==> config.mk <==
export PLATFORM = sky130hd
export DESIGN_NAME = repetition_pattern_gen
export DESIGN_NICKNAME = d
export VERILOG_FILES = /design/src/rtl/repetition_pattern_gen.sv
export SDC_FILE = /design/constraint.sdc
export NUM_CORES = 1
export LEC_CHECK = 0
export ABC_CLOCK_PERIOD_IN_PS = 1600
export CORE_ASPECT_RATIO = 1.4
export CORE_MARGIN = 4
export CORE_UTILIZATION = 40
export DETAILED_ROUTE_END_ITERATION = 10
export PLACE_DENSITY = 0.59
export SLEW_MARGIN = 20
export SYNTH_ARGS = -nofsm -noshare
export SYNTH_HDL_FRONTEND = slang
export SYNTH_SLANG_ARGS = --single-unit
==> constraint.sdc <==
create_clock -name clk -period 1.6 [get_ports clk]
set_input_delay 0.16 -clock clk [delete_from_list [all_inputs] [get_ports clk]]
set_output_delay 0.16 -clock clk [all_outputs]
set_load 0.02 [all_outputs]
==> src/rtl/repetition_pattern_gen.sv <==
// Stimulus source for the repetition monitors: a run of `a`, or `a` then N spaced `b` pulses.
// Define REPGEN_ASSERT_EN to compile concurrent assertions on the block's own outputs.
module repetition_pattern_gen #(
  parameter int CNT_W      = 4,
  parameter int A_TO_B_MIN = 4
) (
  input  logic             clk,
  input  logic             rst,
  input  logic             start,
  input  logic             mode,
  input  logic [CNT_W-1:0] count,
  input  logic [CNT_W-1:0] gap,
  output logic             busy,
  output logic             done,
  output logic             a,
  output logic             b
);

  typedef enum logic [2:0] {
    IDLE,
    RUN,
    A_PULSE,
    A_WAIT,
    B_PULSE,
    B_GAP,
    FIN
  } state_t;

  // Timer must hold gap+1 without wrapping and also the a-to-b wait length.
  localparam int TMR_W = (CNT_W + 1 > 4) ? CNT_W + 1 : 4;
  localparam logic [TMR_W-1:0] WAIT_LOAD = TMR_W'(A_TO_B_MIN - 1);
  localparam logic [TMR_W-1:0] TMR_ONE   = TMR_W'(1);
  localparam logic [CNT_W-1:0] REM_ONE   = CNT_W'(1);

  state_t           state_q, state_d;
  logic [CNT_W-1:0] rem_q, rem_d;
  logic [CNT_W-1:0] gap_q, gap_d;
  logic [TMR_W-1:0] tmr_q, tmr_d;
  logic             busy_q, busy_d;
  logic             done_q, done_d;
  logic             a_q, a_d;
  logic             b_q, b_d;

  always_comb begin
    state_d = state_q;
    rem_d   = rem_q;
    gap_d   = gap_q;
    tmr_d   = tmr_q;

    case (state_q)
      IDLE: begin
        if (start) begin
          rem_d = count;
          gap_d = gap;
          if (count == '0)   state_d = FIN;
          else if (!mode)    state_d = RUN;
          else               state_d = A_PULSE;
        end
      end
      RUN: begin
        rem_d = rem_q - REM_ONE;
        if (rem_q == REM_ONE) state_d = FIN;
      end
      A_PULSE: begin
        // With a minimum spacing of one cycle there is no wait phase at all.
        if (A_TO_B_MIN > 1) begin
          tmr_d   = WAIT_LOAD;
          state_d = A_WAIT;
        end else begin
          state_d = B_PULSE;
        end
      end
      A_WAIT: begin
        if (tmr_q == TMR_ONE) state_d = B_PULSE;
        else                  tmr_d   = tmr_q - TMR_ONE;
      end
      B_PULSE: begin
        rem_d = rem_q - REM_ONE;
        if (rem_q == REM_ONE) begin
          state_d = FIN;
        end else begin
          tmr_d   = TMR_W'(gap_q) + TMR_ONE;
          state_d = B_GAP;
        end
      end
      B_GAP: begin
        if (tmr_q == TMR_ONE) state_d = B_PULSE;
        else                  tmr_d   = tmr_q - TMR_ONE;
      end
      FIN:     state_d = IDLE;
      default: state_d = IDLE;
    endcase

    // Outputs are decoded from the next state so they leave the block registered.
    a_d    = (state_d == RUN) || (state_d == A_PULSE);
    b_d    = (state_d == B_PULSE);
    done_d = (state_d == FIN);
    busy_d = (state_d != IDLE) && (state_d != FIN);
  end

  always_ff @(posedge clk) begin
    if (rst) begin
      state_q <= IDLE;
      rem_q   <= '0;
      gap_q   <= '0;
      tmr_q   <= '0;
      busy_q  <= 1'b0;
      done_q  <= 1'b0;
      a_q     <= 1'b0;
      b_q     <= 1'b0;
    end else begin
      state_q <= state_d;
      rem_q   <= rem_d;
      gap_q   <= gap_d;
      tmr_q   <= tmr_d;
      busy_q  <= busy_d;
      done_q  <= done_d;
      a_q     <= a_d;
      b_q     <= b_d;
    end
  end

  assign busy = busy_q;
  assign done = done_q;
  assign a    = a_q;
  assign b    = b_q;

`ifdef REPGEN_ASSERT_EN
  a_then_no_b: assert property (@(posedge clk) disable iff (rst) a |-> !b [*A_TO_B_MIN]);
  b_spaced:    assert property (@(posedge clk) disable iff (rst) b |=> !b);
  a_b_mutex:   assert property (@(posedge clk) disable iff (rst) !(a && b));
  done_single: assert property (@(posedge clk) disable iff (rst) done |=> !done);
  done_idle:   assert property (@(posedge clk) disable iff (rst) done |-> !busy);
`else
`endif

endmodule

==> results.md <==
* Final setup margin at -0.167 ns
* Leading cell type in the layout, fill and taps excluded: buf_4
* Fillers at 242
* Row cnt at 23
* WL final at between 3000 and 4000 um
* Fmax at 566 MHz
* Die Wd at 54.6 um
* First-pass GRT wire length at about 5300 um
* Synth cell types at 46
* Final hold violations at 0
* Mean number of vias per cell at 5.44
* Crit path buf inv count at 1
* Fin crit share at 110%
* GR Util All Layers at 18.2%
* Final Core Density at 64.4%
* Async S/R FF share, synth at 0%
* CP endpoint kind: flop
* Synth Flop Type: dfxtp_1
* Slowest CP cell: dfxtp_4
* Initial antenna violation count at 0
* Placeable Area at 2880 um^2
* RePlAce Congestion at 0.836
* Register Area at 410 um^2
* Worst Hold Depth at 3
* Pre-antenna DRT Iters at 4
* Antenna-violating nets left at 0
* Critical path's top delay family: simple AND/OR/NAND/NOR gates
* Crit-path cells: dlymetal6s2s_1, nor2b_1, a21oi_2, o2111a_2, nor3_1, and4b_1
* Layout Skew at approximately 0.0053 ns
* WP data required at 1.76 ns
* Multi-input gate area at 832 um^2
* Leakage at 0.763 nW
* CTS Root Cell: clkbuf_8
* Sequential-to-total area share from yosys stat at roughly a third
* DP HPWL at 2500 um
* Clock slew at reported path FFs at around 0.08 ns
* Antenna diode count at 0
* Number of H-tree levels at 1
* Flops & latches, synth at 20
* Pwr Density at 1220 nW/um^2
* Min-delay src: gap[2]
* Cell count after synthesis at approximately 150
* Die area at roughly 4000 um^2
* Commonest non-fill, non-tap cells in the layout: buf_4, nand2_1, clkdlybuf4s50_1, dfxtp_1
* Synth Warn # at 0
* Outcome: finished with violations
* Peak VDD IR at 1020 uV
* Minimum clock period at 1.77 ns
* Worst-Skew Late Latency at 0.26 ns
* Worst-Margin Slew at roughly 0.32 ns
* Critical R2R Capture: a$_SDFF_PP0_
* FF-to-FF setup slack at -0.17 ns
* Synth-to-Final Area Change at 52.7%
* Final Max Slew Viols at 0
* Critical Setup Path Class: flop to flop
* R2R depth at 6
* CP max FO at 6
* # port buffers at 15
* DRC at 0
* Max clock buf depth at 2
* Critical path startpoint category: flop
* Num CTS Buffers at 3
* Failing checks: negative setup slack
* Final setup violation count at 12
* DRT iter0 DRCs at 38
* Total gr overflow at 0
* WL per Instance at between 15 and 20 um
* Die Y-Extent at 73.2 um
* TNS Setup at -1.20 ns
* Final nets at 218
* Starting Density at between 40% and 50%
* Post-Syn Nets at 164
* Worst Hold Class: input port to flop
* Vias in the first global route at 1220
* Layout cells sized above 1 at 38.2%
* Max stage delay on crit path at 0.39 ns
* Worst Hold End: gap_q[2]$_SDFFE_PP0P_
* Vias at approximately 1300
* Max Cap Viol at 0
* Data arrival, critical path at 1.93 ns
* CTS Hold Bufs at 0
* Final cell count without fillers at 236
* Netlist Area Pre-Place at 1210 um^2
* EDFF count, synth at 0
* Avg Cell Area, Syn at ~8.3 um^2
* Rel. slew slack at 78.1%
* Clock sinks at 20
* R2r startpoint: state_q[2]$_SDFF_PP0_
* CTS tree: done
* Largest net degree at the start of global routing at 16
* Placed cell count at 223
* RSZ-0062 raised after global routing: yes
* Top-Level Pins at 16
-- through the flow --
step	power, mW	cell area (um^2)	setup slack, ns	hold slack [ns]
4_1_cts	2.07	1700	-0.138	0.458
5_1_grt	2.39	1850	-0.259	0.480
6_report	2.26	1850	-0.167	0.455
2_1_floorplan	1.26	1230	0.00426	0.296
3_3_place_gp	1.60	1610	-0.178	0.475
3_5_place_dp	1.62	1610	-0.249	0.498
-- power by group --
part	leakage [nW]	total [mW]	switching, mW	internal, mW
clock network	0.0288	0.399	0.179	0.219
registers	0.167	0.693	0.0938	0.599
logic	0.567	1.16	0.541	0.623
total	0.763	2.26	0.815	1.44
-- synth_stat cells (all sizes together), types with 2 or more instances --
library cell	number	share of area, %
nand4	3	1.5
o21ai	7	2.9
buf	5	3.4
a21oi	12	4.9
xnor2	4	3.5
nand2b	2	1.0
nor2	11	4.0
nor3	8	3.3
inv	8	2.5
ha	6	6.2
nand2	20	6.6
dfxtp	20	33
nor4b	2	2.5
nand3	5	2.1
xor2	2	1.4
nor3b	3	2.3
o211ai	3	2.3
a31oi	2	1.0
o22ai	3	1.5
nor4	2	1.0
-- sequential cells by signal, summed over array words and instances (netlist names) --
signal	flops
tmr_q	5
gap_q	4
rem_q	4
state_q	3
a	1
b	1
busy	1
done	1
-- tightest hold or removal path: stages --
cell,delay [ns]
clkdlybuf4s50_1,0.40
nand2_1,0.06
a21oi_1,0.06
-- worst max path at each step --
stage,end,cells past startpoint,from,slack [ns]
2_1_floorplan,busy$_SDFF_PP0_,7,tmr_q[1]$_SDFFE_PP0P_,0.004
4_1_cts,a$_SDFF_PP0_,8,tmr_q[1]$_SDFFE_PP0P_,-0.14
5_1_grt,done$_SDFF_PP0_,7,state_q[2]$_SDFF_PP0_,-0.26
3_3_place_gp,busy$_SDFF_PP0_,7,count[2],-0.18
6_report,a$_SDFF_PP0_,6,state_q[2]$_SDFF_PP0_,-0.17
3_5_place_dp,a$_SDFF_PP0_,6,start,-0.25
-- final cells by class --
type / instances / share of cell area (%)
inverters: 8 / 1.62
well taps: 37 / 2.50
clock buffers: 4 / 2.97
flip-flops and latches: 20 / 22.1
multi-input cells: 112 / 44.9
repair buffers: 55 / 25.9
-- logic make-up after synthesis --
family	after synthesis	share of synthesized area (%)
xor+xnor	6	4.95
compound gates	35	18.6
flops	20	33.0
simple gates	64	30.2
buf+inv	14	6.18
mux	1	0.928
fa+ha+maj	6	6.19
-- metal layers --
metal / part of all wire (%) / global-route usage [%] / vias up
met5: 0 / 0 / -
met4: 2.2 / 7.48 / 0
met3: 3.2 / 3.89 / 8
met2: 54 / 31.0 / 29
met1: 41 / 21.2 / 613
li1: - / - / 633
-- timing repair --
item / 4_1_cts / 5_1_grt
gates resized for setup: 6 / 19
pin swaps: 3 / 10
setup endpoints to repair: 12 / 14
setup buffers: 2 / 7
Note: power is estimated with default switching activity, not from simulation.
